$ cat config.mk
export PLATFORM = sky130hd
export DESIGN_NAME = alu_pipe
export DESIGN_NICKNAME = d
export VERILOG_FILES = /design/src/rtl/alu_pkg.sv /design/src/rtl/alu_mul_seq.sv /design/src/rtl/alu_pipe.sv
export SDC_FILE = /design/constraint.sdc
export NUM_CORES = 1
export LEC_CHECK = 0
export CORE_UTILIZATION = 40
export DETAILED_ROUTE_END_ITERATION = 6
export PLACE_DENSITY = 0.67
export SLEW_MARGIN = 15
export SYNTH_ARGS = -nofsm -noshare
export SYNTH_HDL_FRONTEND = slang
export SYNTH_SLANG_ARGS = --single-unit
$ cat constraint.sdc
create_clock -name clk -period 5.82 [get_ports clk]
set_input_delay 0.873 -clock clk [delete_from_list [all_inputs] [get_ports clk]]
set_output_delay 0.873 -clock clk [all_outputs]
set_load 0.02 [all_outputs]
$ cat src/rtl/alu_pkg.sv
// alu_pkg: command codes and flag bit positions shared by the ALU pipeline.
package alu_pkg;

  localparam logic [3:0] ALU_ADD = 4'd0;
  localparam logic [3:0] ALU_SUB = 4'd1;
  localparam logic [3:0] ALU_AND = 4'd2;
  localparam logic [3:0] ALU_OR  = 4'd3;
  localparam logic [3:0] ALU_XOR = 4'd4;
  localparam logic [3:0] ALU_SL  = 4'd5;
  localparam logic [3:0] ALU_SR  = 4'd6;
  localparam logic [3:0] ALU_SRU = 4'd7;
  localparam logic [3:0] ALU_MUL = 4'd8;

  localparam int FLG_N = 3;
  localparam int FLG_Z = 2;
  localparam int FLG_C = 1;
  localparam int FLG_V = 0;

  // Pack individual status bits into the 4-bit flags word.
  function automatic logic [3:0] mk_flags(input logic n, input logic z,
                                          input logic c, input logic v);
    logic [3:0] f;
    f        = '0;
    f[FLG_N] = n;
    f[FLG_Z] = z;
    f[FLG_C] = c;
    f[FLG_V] = v;
    return f;
  endfunction

endpackage

$ cat src/rtl/alu_mul_seq.sv
// alu_mul_seq: shift-add unsigned multiplier, one partial product per cycle.
// The accumulator low half starts as the multiplier and shifts right as the
// product grows in from the top. done is asserted in the cycle whose step
// completes the product, so prod_lo/prod_hi_nz are taken from the
// next-state accumulator and the consumer registers them on that edge.
module alu_mul_seq #(
  parameter  int WIDTH = 16,
  localparam int SHW   = $clog2(WIDTH)
) (
  input  logic             clk,
  input  logic             rst_n,
  input  logic             start,
  input  logic [WIDTH-1:0] a,
  input  logic [WIDTH-1:0] b,
  output logic             done,
  output logic [WIDTH-1:0] prod_lo,
  output logic             prod_hi_nz
);

  logic [WIDTH-1:0]   mcand;
  logic [2*WIDTH-1:0] acc;
  logic [SHW:0]       cnt;
  logic [WIDTH:0]     psum;
  logic [2*WIDTH-1:0] acc_nxt;

  // One shift-add step: add multiplicand into the high half when the
  // current multiplier bit is set, then shift the whole accumulator right.
  always_comb begin
    psum    = {1'b0, acc[2*WIDTH-1:WIDTH]} + (acc[0] ? {1'b0, mcand} : '0);
    acc_nxt = {psum, acc[WIDTH-1:1]};
  end

  assign done       = (cnt == (SHW+1)'(1));
  assign prod_lo    = acc_nxt[WIDTH-1:0];
  assign prod_hi_nz = |acc_nxt[2*WIDTH-1:WIDTH];

  // Load operands on start, then step WIDTH times.
  always_ff @(posedge clk or negedge rst_n) begin
    if (!rst_n) begin
      mcand <= '0;
      acc   <= '0;
      cnt   <= '0;
    end else if (start) begin
      mcand <= a;
      acc   <= {{WIDTH{1'b0}}, b};
      cnt   <= (SHW+1)'(WIDTH);
    end else if (cnt != '0) begin
      acc   <= acc_nxt;
      cnt   <= cnt - (SHW+1)'(1);
    end
  end

endmodule

$ cat src/rtl/alu_pipe.sv
// alu_pipe: registered ALU with valid/ready handshake and {N,Z,C,V} flags.
// Optional sequential multiplier on cmd 8 when ALU_MUL_EN is defined;
// otherwise cmd 8 is treated as an invalid code.
module alu_pipe
  import alu_pkg::*;
#(
  parameter  int WIDTH = 16,
  localparam int SHW   = $clog2(WIDTH)
) (
  input  logic             clk,
  input  logic             rst_n,
  input  logic             in_valid,
  output logic             in_ready,
  input  logic [WIDTH-1:0] a,
  input  logic [WIDTH-1:0] b,
  input  logic [3:0]       cmd,
  output logic             out_valid,
  input  logic             out_ready,
  output logic [WIDTH-1:0] r,
  output logic [3:0]       flags
);

  localparam int MSB = WIDTH - 1;

  logic             fire_in;
  logic             busy;
  logic             mul_start;
  logic             mul_done;
  logic [WIDTH-1:0] mul_lo;
  logic             mul_hnz;

  logic [WIDTH:0]   sum;
  logic [WIDTH:0]   dif;
  logic [WIDTH-1:0] res;
  logic             c_res;
  logic             v_res;
  logic             big;
  logic [SHW-1:0]   sh;

  assign in_ready = !busy && (!out_valid || out_ready);
  assign fire_in  = in_valid && in_ready;
  // Any set bit above the shift field means the shift runs off the end.
  assign big      = |(b >> SHW);
  assign sh       = b[SHW-1:0];

  // Single-cycle operation mux.
  always_comb begin
    sum   = {1'b0, a} + {1'b0, b};
    dif   = {1'b0, a} - {1'b0, b};
    res   = '0;
    c_res = 1'b0;
    v_res = 1'b0;
    case (cmd)
      ALU_ADD: begin
        res   = sum[MSB:0];
        c_res = sum[WIDTH];
        v_res = (a[MSB] == b[MSB]) && (sum[MSB] != a[MSB]);
      end
      ALU_SUB: begin
        res   = dif[MSB:0];
        c_res = dif[WIDTH];
        v_res = (a[MSB] != b[MSB]) && (dif[MSB] != a[MSB]);
      end
      ALU_AND: res = a & b;
      ALU_OR:  res = a | b;
      ALU_XOR: res = a ^ b;
      ALU_SL:  res = big ? '0 : (a << sh);
      ALU_SR:  res = big ? {WIDTH{a[MSB]}} : WIDTH'($signed(a) >>> sh);
      ALU_SRU: res = big ? '0 : (a >> sh);
      default: res = '0;
    endcase
  end

`ifdef ALU_MUL_EN
  assign mul_start = fire_in && (cmd == ALU_MUL);

  alu_mul_seq #(.WIDTH(WIDTH)) u_mul (
    .clk        (clk),
    .rst_n      (rst_n),
    .start      (mul_start),
    .a          (a),
    .b          (b),
    .done       (mul_done),
    .prod_lo    (mul_lo),
    .prod_hi_nz (mul_hnz)
  );

  // busy covers the multiplier run; it drops on the edge the product lands.
  always_ff @(posedge clk or negedge rst_n) begin
    if (!rst_n)         busy <= 1'b0;
    else if (mul_start) busy <= 1'b1;
    else if (mul_done)  busy <= 1'b0;
  end
`else
  assign mul_start = 1'b0;
  assign mul_done  = 1'b0;
  assign mul_lo    = '0;
  assign mul_hnz   = 1'b0;
  assign busy      = 1'b0;
`endif

  // Result register: load on accept or multiplier completion, hold under
  // back-pressure, drop valid once consumed. A MUL accept can only happen
  // when the register is free or being drained, so it falls to the drain arm.
  always_ff @(posedge clk or negedge rst_n) begin
    if (!rst_n) begin
      out_valid <= 1'b0;
      r         <= '0;
      flags     <= '0;
    end else if (fire_in && !mul_start) begin
      out_valid <= 1'b1;
      r         <= res;
      flags     <= mk_flags(res[MSB], res == '0, c_res, v_res);
    end else if (mul_done) begin
      out_valid <= 1'b1;
      r         <= mul_lo;
      flags     <= mk_flags(mul_lo[MSB], mul_lo == '0, mul_hnz, 1'b0);
    end else if (out_ready) begin
      out_valid <= 1'b0;
    end
  end

endmodule

==> flow_metrics.py, run 1 <==
metrics = {
    "status": {
        "status": "finished, violations left",
        "violations": "design-rule violations",
    },
    "worst_setup_path": {
        "arrival_ns": 4.93,
        "r2r_cells": 8,
        "cp.required_ns": 5.98,
        "path_class": "primary input to flip-flop",
        "r2r-end": "flags[2]",
        "start_kind": "primary input",
        "path_max_fanout": 7,
        "reg2reg_from": "out_valid",
        "crit_path_end": "flags[2]",
        "reg2reg_slack_ns": 3.12,
        "end_kind": "flip-flop",
        "cp-startpoint": "a[1]",
    },
    "min_path": {
        "hold_depth": 2,
        "hp-class": "flip-flop to flip-flop",
    },
    "sta": {
        "timing.final.crit_share": 0.819,
        "timing.hold.ws_ns": 0.486,
        "setup_viol": 0,
        "worstMarginPinSlew_ns": 1.05,
        "tns_ns": 0,
        "hold_violations": 0,
        "maxSlewViolCount": 0,
        "rsz0062_at_grt": "false",
        "clock_skew_ns": 0.00185,
        "min_period_ns": 4.77,
        "slew_headroom": 0.293,
        "fmax_ghz": 0.210,
    },
    "route": {
        "avgViaCountPerCell": 6.55,
        "drt_iter0_drc": 508,
        "routed_wl_um": 19500,
        "wire_per_inst_um": 23.5,
        "vias": 5437,
        "drt_pre_antenna_iters": 7,
        "drc_errors": 8,
        "antenna_left": 0,
    },
    "floorplanning": {
        "core-area_um2": 11500,
        "pin_count": 62,
        "fp.dieW_um": 111,
        "die_h_um": 111,
        "start_util": 0.414,
        "dieArea_um2": 12400,
        "rows": 39,
    },
    "global_route": {
        "grt_start_max_net_pins": 51,
        "track_usage": 0.316,
        "grt_pass1_vias": 5182,
        "grt_pass1_wl_um": 30600,
        "overflow": 0,
        "antenna_found_initial": 0,
    },
    "clocking": {
        "clkSlewWorstSetupHoldPaths_ns": 0.06,
        "holdBufCountCts": 0,
        "clockBufferDepth": 2,
        "cts_buffers": 3,
        "cts.sinks": 20,
        "cts_tree": "yes",
        "htreeDepth": 1,
        "cts_root_buffer": "clkbuf_16",
        "ctsResizeCount": 0,
        "clk_latency_ns": 0.25,
        "cts_setup_buffers": 0,
    },
    "yosys": {
        "ys_types": 76,
        "post-synth-top-count-cell": "nand2_1",
        "syn_area_um2": 4770,
        "ys_seq_elements": 20,
        "seq_area_frac_synth": 0.105,
        "syn_inst": 653,
        "synth_edf_count": 0,
        "ys.flop_type": "dfrtp_1",
        "synth.avg_cell_area_um2": 7.31,
        "synth_area_leaders": "ha_1 (14%), dfrtp_1 (10%), mux2i_1 (7.1%)",
        "ys_top_cells_by_count": "nand2_1 (62), nor2_1 (56), ha_1 (53)",
        "yosys.area.top_type_share": 0.139,
        "synth_fp_nets": 748,
        "yosysWarnings": 0,
        "synth_top_cell_by_area": "ha_1",
        "async_flop_share": 1.00,
    },
    "placement": {
        "gp_congestion": 1.02,
        "port_buffers": 61,
        "dp_cells": 826,
        "dp_hpwl_um": 15600,
    },
    "pwr": {
        "comb_power_share": 0.577,
        "seq_power_share": 0.204,
        "total_power_w": 0.000853,
        "sw_frac_of_total": 0.420,
        "p_clk_frac": 0.219,
        "p_int_w": 0.000495,
        "peakVddDrop_mv": 0.137,
        "power_density_nw_per_um2": 154,
        "switching_power_w": 0.000359,
        "p_leak_nw": 2.37,
    },
    "layout": {
        "nNetsFinal": 783,
        "antenna_cells": 0,
        "stdcell_count": 830,
        "nFillCells": 1172,
        "multi_input_area_um2": 3870,
        "regArea_um2": 500,
        "synthToLayoutAreaGrowth_pct": 16.1,
        "drive_gt1_frac": 0.0728,
    },
    "run": {
        "cap_violations": 0,
    },
}
cell type report:
type,count,share of cell area
clock inverters,1,0.00542
repair buffers,73,0.126
multi-input cells,538,0.698
well taps,143,0.0323
flip-flops and latches,20,0.0903
inverters,52,0.0352
clock buffers,3,0.0135
cell families after synthesis:
group                      after synthesis  synth area share
and+or+nand+nor                        197             0.198
buffers and inverters                   95            0.0920
DFF                                     20             0.105
muxes                                   53             0.121
AOI/OAI and AO/OA                      229             0.329
xor gates and xnor gates                 4           0.00734
adders and majority gates               55             0.147
routing by layer:
metal | vias to the layer above | track usage | wire, um
li1 | 2518 | - | -
met1 | 2573 | 0.453 | 8630
met2 | 303 | 0.483 | 8350
met3 | 43 | 0.0470 | 1910
met4 | 0 | 0.100 | 646
met5 | - | 0 | 0
worst min path at each step:
stage / to / start
floorplan: flags[0] / rst_n
global placement: r[9] / r[9]
detailed placement: flags[0] / flags[0]
CTS: r[1] / r[1]
global route: r[9] / r[9]
finish: r[1] / r[1]
stage by stage:
stage | area, um2 | setup WS [ns] | util
2_1_floorplan | 4770 | 1.67 | -
3_3_place_gp | 5440 | 0.825 | 0.472
3_5_place_dp | 5440 | 0.905 | 0.472
4_1_cts | 5540 | 1.16 | 0.481
5_1_grt | 5540 | 0.844 | 0.481
6_report | 5540 | 1.05 | 0.481
power groups by stage:
stage / Clock, W / Sequential [W] / Combinational [W]
2_1_floorplan: 0 / 0.000204 / 0.000269
3_3_place_gp: 0 / 0.000176 / 0.000482
3_5_place_dp: 0 / 0.000176 / 0.000481
4_1_cts: 0.000191 / 0.000174 / 0.000484
5_1_grt: 0.000195 / 0.000177 / 0.000528
6_report: 0.000187 / 0.000174 / 0.000492
state kept, by name, indices dropped and copies added (netlist names):
name / flops
out_valid: 1
flags: 3
r: 16
layout by cell type, fill, tap and decap left out, types with 4 or more instances in the layout:
master / n
a2111oi_0: 4
a211o_1: 4
a211oi_1: 9
a21o_1: 4
a21oi_1: 49
a221o_1: 6
a221oi_1: 16
a22oi_1: 9
a31oi_1: 11
and2_1: 4
buf_4: 12
clkdlybuf4s50_1: 60
dfrtp_1: 20
ha_1: 53
inv_1: 51
mux2_2: 17
mux2i_1: 34
nand2_1: 62
nand2b_1: 10
nand3_1: 15
nand4_1: 4
nor2_1: 56
nor2b_1: 5
nor3_1: 13
o211ai_1: 9
o21a_1: 4
o21ai_0: 42
o21bai_1: 4
o221ai_1: 5
o22ai_1: 11
o31a_1: 4
o31ai_1: 6
or4_1: 4
xnor2_1: 4
critical path, cell delays in order:
cell             delay [ns]
clkdlybuf4s50_1        0.63
inv_1                  0.14
ha_1                   0.34
nor2_1                 0.07
o311ai_1               0.63
nand3_1                0.22
a41oi_1                0.54
o22a_1                 0.24
a21oi_1                0.10
a211oi_1               0.53
nor3b_1                0.25
nand4_1                0.13
o31ai_2                0.23
Power figures use the tool's default switching activity.
==> inputs of run 2 (changes only) <==
Clock period 5.82 ns to 4.8 ns, I/O delays scaled along.
==> run 2 against run 1 <==
Against the previous run:
- the run still ends with design-rule violations left
- global-route usage shrank 0.84 points
- sequential cell count unchanged
- critical path depth did not move
- register-to-register slack got worse by 0.75 ns
- die area is the same
- cell area rose by 2.6%
- total power increased by 16%
- final cell count grew 2.8%
- via count up 2.2%
- combinational power up 24%
- routed wire length is 1.3% lower
- critical path type unchanged
- largest cell class unchanged
==> flow_metrics.py, run 2 (synthesis gave the netlist of run 1 again) <==
metrics = {
    "status": {
        "status": "finished, violations left",
        "violations": "design-rule violations",
    },
    "floorplanning": {
        "die_h_um": 111,
        "dieArea_um2": 12400,
        "fp.dieW_um": 111,
        "start_util": 0.414,
        "pin_count": 62,
        "core-area_um2": 11500,
        "rows": 39,
    },
    "worst_setup_path": {
        "r2r-end": "flags[2]",
        "arrival_ns": 4.48,
        "cp-startpoint": "a[1]",
        "crit_path_end": "r[15]",
        "path_class": "primary input to flip-flop",
        "path_max_fanout": 7,
        "cp.required_ns": 4.93,
        "r2r_cells": 9,
        "reg2reg_from": "out_valid",
        "end_kind": "flip-flop",
        "start_kind": "primary input",
        "reg2reg_slack_ns": 2.37,
    },
    "sta": {
        "min_period_ns": 4.34,
        "worstMarginPinSlew_ns": 0.991,
        "rsz0062_at_grt": "false",
        "setup_viol": 0,
        "slew_headroom": 0.338,
        "maxSlewViolCount": 0,
        "fmax_ghz": 0.230,
        "fin_ws_ns": 0.458,
        "clock_skew_ns": 0.00152,
        "timing.final.crit_share": 0.905,
        "tns_ns": 0,
        "timing.hold.ws_ns": 0.486,
        "hold_violations": 0,
    },
    "pwr": {
        "total_power_w": 0.000988,
        "power_density_nw_per_um2": 174,
        "p_leak_nw": 2.46,
        "peakVddDrop_mv": 0.143,
    },
    "placement": {
        "dp_hpwl_um": 15500,
        "gp_congestion": 1.03,
        "dp_slack_ns": 0.209,
        "dp_cells": 850,
        "port_buffers": 61,
    },
    "global_route": {
        "grt_start_max_net_pins": 25,
        "track_usage": 0.308,
        "overflow": 0,
        "grt_pass1_wl_um": 30100,
        "antenna_found_initial": 0,
        "grt_pass1_vias": 5263,
    },
    "route": {
        "vias": 5557,
        "antenna_left": 0,
        "drt_iter0_drc": 568,
        "drt_pre_antenna_iters": 7,
        "routed_wl_um": 19300,
        "drc_errors": 8,
        "avgViaCountPerCell": 6.51,
        "wire_per_inst_um": 22.6,
    },
    "layout": {
        "nNetsFinal": 807,
        "drive_gt1_frac": 0.103,
        "largest_reg_flops": 16,
        "synthToLayoutAreaGrowth_pct": 19.1,
        "antenna_cells": 0,
        "final_cell_mix": "nand2_1 (62), clkdlybuf4s50_1 (60), nor2_1 (56)",
        "top_regs": "r (16), flags (3), out_valid (1)",
        "layout_commonest_cell": "nand2_1",
        "regMostFlops": "r",
        "stdcell_count": 853,
        "nFillCells": 1146,
    },
    "run": {
        "cap_violations": 0,
    },
    "clocking": {
        "holdBufCountCts": 0,
        "cts.sinks": 20,
        "cts_root_buffer": "clkbuf_16",
        "cts_tree": "yes",
        "htreeDepth": 1,
        "clockBufferDepth": 2,
        "clk_latency_ns": 0.25,
        "cts_setup_buffers": 0,
        "cts_buffers": 3,
        "ctsResizeCount": 0,
        "clkSlewWorstSetupHoldPaths_ns": 0.05,
    },
    "min_path": {
        "hp-class": "flip-flop to flip-flop",
    },
}
[run 2: cell count changes in the layout (fill, tap and decap cells not counted)]
cell | before | now
buf_4 | 12 | 36
bufinv_16 | 1 | 0
nor4_2 | 0 | 1
nor4_4 | 1 | 0
[run 2: layout make-up]
class	count	area, um2	share of cell area
clock buffers	3	75.1	0.0132
inverters	52	195	0.0343
multi-input cells	538	3860	0.679
flip-flops and latches	20	500	0.0880
well taps	143	179	0.0315
repair buffers	97	876	0.154
[run 2: stage by stage]
| step | utilization | cell area (um2) |
|---|---|---|
| 2_1_floorplan | - | 4770 |
| 3_3_place_gp | 0.487 | 5610 |
| 3_5_place_dp | 0.487 | 5610 |
| 4_1_cts | 0.494 | 5680 |
| 5_1_grt | 0.494 | 5680 |
| 6_report | 0.494 | 5680 |
[run 2: power by group]
| group | switching (W) | total (W) | internal, W |
|---|---|---|---|
| Sequential | 0.0000149 | 0.000211 | 0.000196 |
| Combinational | 0.000360 | 0.000609 | 0.000250 |
| Clock | 0.0000584 | 0.000168 | 0.000110 |
[run 2: worst max-delay path, cell delays in order]
cell	delay (ns)
clkdlybuf4s50_1	0.64
inv_1	0.15
ha_1	0.34
nor2_1	0.07
o311ai_1	0.42
nand3_1	0.16
a41oi_1	0.58
o31a_1	0.23
nor4_1	0.06
a2111oi_0	0.40
a32oi_1	0.13
a211o_1	0.29
mux2_2	0.28
[run 2: how the worst min path moves through the flow]
stage | startpoint | end | slack [ns] | cells after the start
final | r[9] | r[9] | 0.49 | 2
after floorplan | rst_n | flags[0] | 0.42 | 0
after global placement | r[9] | r[9] | 0.47 | 2
after CTS | flags[1] | flags[1] | 0.49 | 2
after global routing | r[3] | r[3] | 0.51 | 1
after detailed placement | flags[1] | flags[1] | 0.48 | 2
[run 2: routing by layer]
metal / vias up / wire [um] / GRT usage
met3: 43 / 1760 / 0.0284
met1: 2654 / 8310 / 0.438
met4: 0 / 555 / 0.0793
met5: - / 0 / 0
met2: 307 / 8650 / 0.495
li1: 2553 / - / -
==> inputs of run 3 (changes only) <==
Settings changed: SYNTH_HIERARCHICAL set to 1.
==> results of run 3 <==
Same layout as run 2: the final DEF is identical, and so are final timing and power.
Among the figures that moved: Yosys warning count 0 -> 6
